$ cat src/rtl/tm_input_sequencer_if.sv
// Rule-memory write port and datapath step handshake seen by the input sequencer.
// master = sequencer side, slave = rule memory / step datapath side.
interface tm_input_sequencer_if #(
    parameter int DATA_W    = 4,
    parameter int FIELDS    = 4,
    parameter int MAX_RULES = 8
);
    logic                                rule_we;
    logic [$clog2(MAX_RULES)-1:0]        rule_addr;
    logic [FIELDS-1:0][DATA_W-1:0]       rule_data;
    logic                                step;
    logic                                step_ack;
    logic                                halted;

    modport master (
        output rule_we, rule_addr, rule_data, step,
        input  step_ack, halted
    );

    modport slave (
        input  rule_we, rule_addr, rule_data, step,
        output step_ack, halted
    );
endinterface

$ cat src/rtl/tm_input_sequencer.sv
// Turing machine front end: conditions Next/Done buttons, assembles rule-table writes
// in LOAD, issues single-step requests in IDLE/STEP and reports completion in HALT.

// One button lane: 2-flop synchronizer plus history flop; fires once per press.
module tm_btn_cond (
    input  logic clock,
    input  logic reset,
    input  logic btn,
    output logic evt
);
    logic [1:0] sync_q, sync_d;
    logic       hist_q, hist_d;

    always_comb begin
        sync_d = {sync_q[0], btn};
        hist_d = sync_q[1];
    end

    always_ff @(posedge clock or negedge reset) begin
        if (!reset) begin
            sync_q <= '0;
            hist_q <= 1'b0;
        end else begin
            sync_q <= sync_d;
            hist_q <= hist_d;
        end
    end

    assign evt = sync_q[1] & ~hist_q;
endmodule

module tm_input_sequencer #(
    parameter int DATA_W    = 4,
    parameter int FIELDS    = 4,
    parameter int MAX_RULES = 8,
    parameter int MAX_STEPS = 64
) (
    input  logic                               clock,
    input  logic                               reset,
    input  logic [DATA_W-1:0]                  input_data,
    input  logic                               Next,
    input  logic                               Done,
    tm_input_sequencer_if.master               bus,
    output logic [$clog2(FIELDS)-1:0]          field_idx,
    output logic [$clog2(MAX_RULES):0]         rule_count,
    output logic                               running,
    output logic [$clog2(MAX_STEPS+1)-1:0]     step_count,
    output logic                               load_err,
    output logic                               Compute_done
);
    localparam int FI_W = $clog2(FIELDS);
    localparam int AW   = $clog2(MAX_RULES);
    localparam int RC_W = AW + 1;
    localparam int SC_W = $clog2(MAX_STEPS + 1);
    localparam logic [FI_W-1:0] LAST_FIELD = FI_W'(FIELDS - 1);

    typedef enum logic [1:0] {S_LOAD, S_IDLE, S_STEP, S_HALT} state_t;

    state_t                        state_q, state_d;
    logic [FIELDS-1:0][DATA_W-1:0] fields_q, fields_d;
    logic [FI_W-1:0]               field_idx_q, field_idx_d;
    logic [RC_W-1:0]               rule_count_q, rule_count_d;
    logic                          rule_we_q, rule_we_d;
    logic [AW-1:0]                 rule_addr_q, rule_addr_d;
    logic [FIELDS-1:0][DATA_W-1:0] rule_data_q, rule_data_d;
    logic                          step_q, step_d;
    logic [SC_W-1:0]               step_count_q, step_count_d;
    logic                          load_err_q, load_err_d;
    logic                          done_q, done_d;

    // Lane 0 = Next, lane 1 = Done.
    logic [1:0] btn_raw, btn_evt;
    assign btn_raw = {Done, Next};

    for (genvar g = 0; g < 2; g++) begin : g_btn
        tm_btn_cond u_cond (
            .clock (clock),
            .reset (reset),
            .btn   (btn_raw[g]),
            .evt   (btn_evt[g])
        );
    end

    // Done has priority: a coincident Next event is dropped.
    logic done_evt, next_evt;
    assign done_evt = btn_evt[1];
    assign next_evt = btn_evt[0] & ~btn_evt[1];

    logic [SC_W-1:0] step_count_inc;
    logic            step_limit_hit;
    assign step_count_inc = (step_count_q == SC_W'(MAX_STEPS)) ? step_count_q
                                                               : step_count_q + SC_W'(1);
    assign step_limit_hit = (step_count_inc == SC_W'(MAX_STEPS));

    always_ff @(posedge clock or negedge reset) begin
        if (!reset) begin
            state_q      <= S_LOAD;
            fields_q     <= '0;
            field_idx_q  <= '0;
            rule_count_q <= '0;
            rule_we_q    <= 1'b0;
            rule_addr_q  <= '0;
            rule_data_q  <= '0;
            step_q       <= 1'b0;
            step_count_q <= '0;
            load_err_q   <= 1'b0;
            done_q       <= 1'b0;
        end else begin
            state_q      <= state_d;
            fields_q     <= fields_d;
            field_idx_q  <= field_idx_d;
            rule_count_q <= rule_count_d;
            rule_we_q    <= rule_we_d;
            rule_addr_q  <= rule_addr_d;
            rule_data_q  <= rule_data_d;
            step_q       <= step_d;
            step_count_q <= step_count_d;
            load_err_q   <= load_err_d;
            done_q       <= done_d;
        end
    end

    always_comb begin
        state_d = state_q;
        unique case (state_q)
            S_LOAD: if (done_evt && rule_count_q != '0) state_d = S_IDLE;
            S_IDLE: if (next_evt) state_d = S_STEP;
            S_STEP: if (bus.step_ack) state_d = (bus.halted || step_limit_hit) ? S_HALT : S_IDLE;
            S_HALT: if (done_evt) state_d = S_LOAD;
            default: state_d = S_LOAD;
        endcase
    end

    always_comb begin
        fields_d     = fields_q;
        field_idx_d  = field_idx_q;
        rule_count_d = rule_count_q;
        rule_we_d    = 1'b0;
        rule_addr_d  = rule_addr_q;
        rule_data_d  = rule_data_q;
        step_d       = 1'b0;
        step_count_d = step_count_q;
        load_err_d   = load_err_q;
        done_d       = done_q;

        unique case (state_q)
            S_LOAD: begin
                if (done_evt) begin
                    if (field_idx_q != '0) begin
                        field_idx_d = '0;
                        load_err_d  = 1'b1;
                    end
                    if (rule_count_q == '0) load_err_d = 1'b1;
                end else if (next_evt) begin
                    fields_d[field_idx_q] = input_data;
                    if (field_idx_q == LAST_FIELD) begin
                        // The rule is registered even when the table is full.
                        rule_data_d = fields_d;
                        field_idx_d = '0;
                        if (rule_count_q < RC_W'(MAX_RULES)) begin
                            rule_we_d    = 1'b1;
                            rule_addr_d  = rule_count_q[AW-1:0];
                            rule_count_d = rule_count_q + RC_W'(1);
                        end else begin
                            load_err_d = 1'b1;
                        end
                    end else begin
                        field_idx_d = field_idx_q + FI_W'(1);
                    end
                end
            end
            S_IDLE: if (next_evt) step_d = 1'b1;
            S_STEP: begin
                if (bus.step_ack) begin
                    step_count_d = step_count_inc;
                    if (bus.halted || step_limit_hit) done_d = 1'b1;
                end
            end
            S_HALT: begin
                if (done_evt) begin
                    rule_count_d = '0;
                    step_count_d = '0;
                    field_idx_d  = '0;
                    load_err_d   = 1'b0;
                    done_d       = 1'b0;
                end
            end
            default: ;
        endcase
    end

    always_comb begin
        running       = (state_q == S_IDLE) || (state_q == S_STEP);
        bus.rule_we   = rule_we_q;
        bus.rule_addr = rule_addr_q;
        bus.rule_data = rule_data_q;
        bus.step      = step_q;
        field_idx     = field_idx_q;
        rule_count    = rule_count_q;
        step_count    = step_count_q;
        load_err      = load_err_q;
        Compute_done  = done_q;
    end
endmodule

$ cat src/flat_wrapper.sv
// flat-port wrapper written by rule: the top's interface ports become plain ports
module tm_input_sequencer_flat 
#(
    parameter int DATA_W    = 4,
    parameter int FIELDS    = 4,
    parameter int MAX_RULES = 8,
    parameter int MAX_STEPS = 64
)
  (clock, reset, input_data, Next, Done, field_idx, rule_count, running, step_count, load_err, Compute_done, bus_rule_we, bus_rule_addr, bus_rule_data, bus_step, bus_step_ack, bus_halted);
  tm_input_sequencer_if #(.DATA_W(DATA_W), .FIELDS(FIELDS), .MAX_RULES(MAX_RULES)) bus_i ();
  input  logic clock;
  input  logic reset;
  input  logic [DATA_W-1:0] input_data;
  input  logic Next;
  input  logic Done;
  output logic [$clog2(FIELDS)-1:0] field_idx;
  output logic [$clog2(MAX_RULES):0] rule_count;
  output logic running;
  output logic [$clog2(MAX_STEPS+1)-1:0] step_count;
  output logic load_err;
  output logic Compute_done;
  output wire logic [$bits(bus_i.rule_we)-1:0] bus_rule_we;
  output wire logic [$bits(bus_i.rule_addr)-1:0] bus_rule_addr;
  output wire logic [$bits(bus_i.rule_data)-1:0] bus_rule_data;
  output wire logic [$bits(bus_i.step)-1:0] bus_step;
  input wire logic [$bits(bus_i.step_ack)-1:0] bus_step_ack;
  input wire logic [$bits(bus_i.halted)-1:0] bus_halted;
  assign bus_rule_we = bus_i.rule_we;
  assign bus_rule_addr = bus_i.rule_addr;
  assign bus_rule_data = bus_i.rule_data;
  assign bus_step = bus_i.step;
  assign bus_i.step_ack = bus_step_ack;
  assign bus_i.halted = bus_halted;
  tm_input_sequencer #(.DATA_W(DATA_W), .FIELDS(FIELDS), .MAX_RULES(MAX_RULES), .MAX_STEPS(MAX_STEPS)) u_core (.clock(clock), .reset(reset), .input_data(input_data), .Next(Next), .Done(Done), .bus(bus_i), .field_idx(field_idx), .rule_count(rule_count), .running(running), .step_count(step_count), .load_err(load_err), .Compute_done(Compute_done));
endmodule
$ cat config.mk
export PLATFORM = sky130hd
export DESIGN_NAME = tm_input_sequencer_flat
export DESIGN_NICKNAME = d
export VERILOG_FILES = /design/src/rtl/tm_input_sequencer_if.sv /design/src/rtl/tm_input_sequencer.sv /design/src/flat_wrapper.sv
export SDC_FILE = /design/constraint.sdc
export NUM_CORES = 1
export LEC_CHECK = 0
export BUFFER_PORTS_ARGS = -buffer_cell sky130_fd_sc_hd__buf_2
export CAP_MARGIN = 20
export CELL_PAD_IN_SITES_DETAIL_PLACEMENT = 0
export CELL_PAD_IN_SITES_GLOBAL_PLACEMENT = 1
export CORE_MARGIN = 2
export CORE_UTILIZATION = 47
export CTS_BUF_LIST = sky130_fd_sc_hd__clkbuf_16
export DETAILED_ROUTE_END_ITERATION = 10
export PLACE_DENSITY_LB_ADDON = 0.08
export SKIP_CTS_REPAIR_TIMING = 1
export SYNTH_ARGS = -nofsm -noshare
export SYNTH_HDL_FRONTEND = slang
export SYNTH_SLANG_ARGS = --single-unit
$ cat constraint.sdc
create_clock -name clock -period 3.5 [get_ports clock]
set_clock_uncertainty 0.2 [all_clocks]
set_input_delay 0.35 -clock clock [delete_from_list [all_inputs] [get_ports clock]]
set_output_delay 0.35 -clock clock [all_outputs]
set_load 0.02 [all_outputs]
==> results.py <==
metrics = {
    "setup_path": {
        "cp.depth": 6,
        "crit_path_top_delay_cell": "dfrtp_1",
        "max_stage_delay_ns": 0.45,
        "path_buf_inv": 0,
        "critPathRequiredTime_ns": 3.48,
        "cp_top_family": "compound AO/OA/AOI/OAI gates",
        "crit_path_cell_trace": "ha_1 > and3_1 > o22ai_1 > o41ai_1 > a21oi_2 > a311oi_1",
        "cp-startpoint": "u_core.step_count[0]$_DFFE_PN0P_",
        "cp-end-kind": "flop",
        "r2r_cells": 6,
        "critPathKind": "flop to flop",
        "cp.arrival_ns": 2.30,
        "critPathLaunchType": "flop",
        "worstReg2RegStart": "u_core.step_count[0]$_DFFE_PN0P_",
        "critPathMaxFanout": 7,
    },
    "sta": {
        "drv_slew": 0,
        "rsz0062_at_grt": "false",
        "hold_ws_ns": 0.1439,
        "setup_viol": 0,
        "setup_tns_ns": 0,
        "fmax_mhz": 429.8,
        "min_period_over_period": 0.6647,
        "tightest_slew_ns": 0.6201,
        "slew_headroom": 0.5828,
        "min_period_ns": 2.327,
        "finalHoldViolCount": 0,
    },
    "synth": {
        "synth_nets": 278,
        "avgSynthCellArea_um2": 10.76,
        "yosysWarnings": 0,
        "yosys_register_bits": 56,
        "synth_edf_count": 0,
        "synth_cell_types": 47,
        "async_flop_share": 1.000,
        "synth_top_area_cell": "dfrtp_1",
        "synth_cells": 256,
        "synthFlopType": "dfrtp_1",
        "synth.most_common_cell": "dfrtp_1",
        "synthTopCellsByArea": "dfrtp_1 (51%), mux2_2 (6.5%), mux2i_1 (5.8%)",
        "synth_seq_area_share": 0.5089,
        "yosys.area.top_type_share": 0.5089,
        "syn-cell-area_um2": 2754,
        "synth_commonest_cells": "dfrtp_1 (56), nand2_1 (39), o21ai_0 (25), mux2_2 (16), mux2i_1 (16)",
    },
    "layout": {
        "antennaDiodeCount": 0,
        "multi_input_area_um2": 1267,
        "register_area_um2": 1401,
        "fin_nets": 325,
        "syn_to_final_growth_pct": 17.76,
        "layout-drive-gt1-share": 0.2599,
        "nFillCells": 516,
    },
    "detailed_routing": {
        "totalWireLength_um": 5846,
        "drt-vias-per-instance": 5.367,
        "first_pass_iters": 4,
        "wl_per_cell_um": 15.55,
        "drc": 0,
        "drtIter0Drc": 95,
        "ant_nets": 0,
        "routed-via-count": 2018,
    },
    "hold_path": {
        "hold_path.class": "input pin to flop",
        "min_path_cells": 3,
        "min_from": "input_data[2]",
    },
    "floorplanning": {
        "fp.dieH_um": 80.55,
        "die_w_um": 80.55,
        "design.portCount": 47,
        "start_util": 0.4941,
        "placement_rows": 27,
        "core-area_um2": 5574,
        "dieArea_um2": 6488,
    },
    "grt": {
        "grtUsageMet3": 0.04607,
        "grt_max_degree": 34,
        "grt_overflow": 0,
        "busiest_layer": "met2",
        "gr-usage-met2": 0.3225,
        "grtUsageTotal": 0.2002,
        "first_global_vias": 1996,
        "antenna_found_initial": 0,
        "grt_first_pass_wirelength_um": 9908,
        "grt_util_met1": 0.2694,
    },
    "place": {
        "portBuffers": 46,
        "gp_congestion": 0.8016,
        "dp_hpwl_um": 4048,
    },
    "clock_tree": {
        "insertion_delay_ns": 0.29,
        "cts-root-buf": "clkbuf_16",
        "clk_pin_slew_ns": 0.07,
        "cts_sinks": 56,
        "cts_tree": "built",
        "clockBufferDepth": 2,
        "htree_levels": 2,
        "numCtsBuffers": 5,
    },
    "pwr": {
        "internal_power_mw": 1.725,
        "vdd_ir_drop_max_mv": 0.4315,
        "power_switching_mw": 1.098,
        "clkPwrFrac": 0.202,
        "leakagePower_nw": 1.531,
        "p_per_area_nw_per_um2": 870.3,
        "combPwrFrac": 0.428,
        "seq_power_share": 0.370,
        "p_sw_frac": 0.3889,
    },
    "status": {
        "status": "finished, final reports clean",
    },
    "job": {
        "cap_violations": 0,
    },
}
## through the flow
step                      std cells  power (mW)  utilization  setup WS (ns)  instance area [um2]
after floorplan                 256       1.910            -          1.266                 2754
after global placement          365       2.233       0.5464          1.122                 3045
after detailed placement        365       2.261       0.5464          1.198                 3045
after CTS                       373       2.841       0.5764          1.177                 3213
after global routing            376       3.034       0.5818         0.9796                 3243
final                           376       2.823       0.5818          1.173                 3243
## final timing paths
check / slack (ns) / end
setup / recovery: 1.17 / u_core.state_q[1]$_DFFE_PN0P_
hold / removal: 0.14 / u_core.bus.rule_data[14]$_DFFE_PN0P_
setup reg to reg: 1.17 / u_core.state_q[1]$_DFFE_PN0P_
hold reg to reg: 0.16 / u_core.g_btn[0].u_cond.sync_q[1]$_DFF_PN0_
max in group asynchronous: 1.86 / u_core.fields_q[7]$_DFFE_PN0P_
min in group asynchronous: 0.40 / u_core.rule_count[2]$_DFFE_PN0P_
## registers in the layout (all words and copies together), names as in the netlist
signal	cells
u_core.g_btn.u_cond.hist_q	2
u_core.bus.rule_data	16
u_core.fields_q	12
u_core.field_idx	2
u_core.state_q	2
u_core.g_btn.u_cond.sync_q	4
u_core.rule_count	4
u_core.Compute_done	1
u_core.bus.step	1
u_core.step_count	7
u_core.load_err	1
u_core.bus.rule_we	1
u_core.bus.rule_addr	3
## power groups by stage
| stage | Sequential [mW] | Clock, mW | Combinational (mW) |
|---|---|---|---|
| after floorplan | 1.20 | 0 | 0.714 |
| after global placement | 1.05 | 0 | 1.19 |
| after detailed placement | 1.06 | 0 | 1.21 |
| after CTS | 1.04 | 0.579 | 1.22 |
| after global routing | 1.08 | 0.605 | 1.35 |
| final | 1.04 | 0.570 | 1.21 |
## routing by layer
layer,vias up,share of wire
li1,991,-
met1,994,0.47
met2,31,0.49
met3,2,0.037
met4,0,0.0046
met5,-,0
## final cells by class
class	instances	area share
Sequential cell	56	0.4321
Multi-Input combinational cell	178	0.3908
Timing Repair Buffer	51	0.08488
Clock buffer	5	0.03858
Tap cell	72	0.02778
Clock inverter	3	0.01312
Inverter	11	0.01273
## placed cells by master, fill, tap and decap left out, types with 3 or more instances in the layout
master / netlist / final
a21oi_1: 3 / 3
a22o_1: 3 / 3
a31oi_1: 3 / 3
buf_2: 2 / 46
clkbuf_16: 0 / 5
dfrtp_1: 56 / 56
dlygate4sd3_1: 0 / 3
ha_1: 12 / 12
inv_1: 11 / 11
mux2_2: 16 / 16
mux2i_1: 16 / 16
nand2_1: 39 / 39
nand2b_1: 4 / 4
nand3_1: 5 / 5
nor2_1: 8 / 8
nor3_1: 3 / 3
nor3b_1: 3 / 3
o21ai_0: 25 / 25
## cells by family after synthesis
| group | share of synthesized area |
|---|---|
| buffers and inverters | 0.03089 |
| XOR/XNOR | 0.003181 |
| multiplexers | 0.1331 |
| adder cells (fa/ha/maj) | 0.05452 |
| flip-flops | 0.5089 |
| AO/OA/AOI/OAI | 0.1195 |
| AND/OR/NAND/NOR | 0.1499 |
## worst register-to-register path, delay by kind of cell, from the launching register on
family / cells / cell delay, ns
AOI/OAI and AO/OA: 4 / 0.96
DFF: 1 / 0.45
adders and majority gates: 1 / 0.32
and+or+nand+nor: 1 / 0.29
Power figures use the tool's default switching activity.
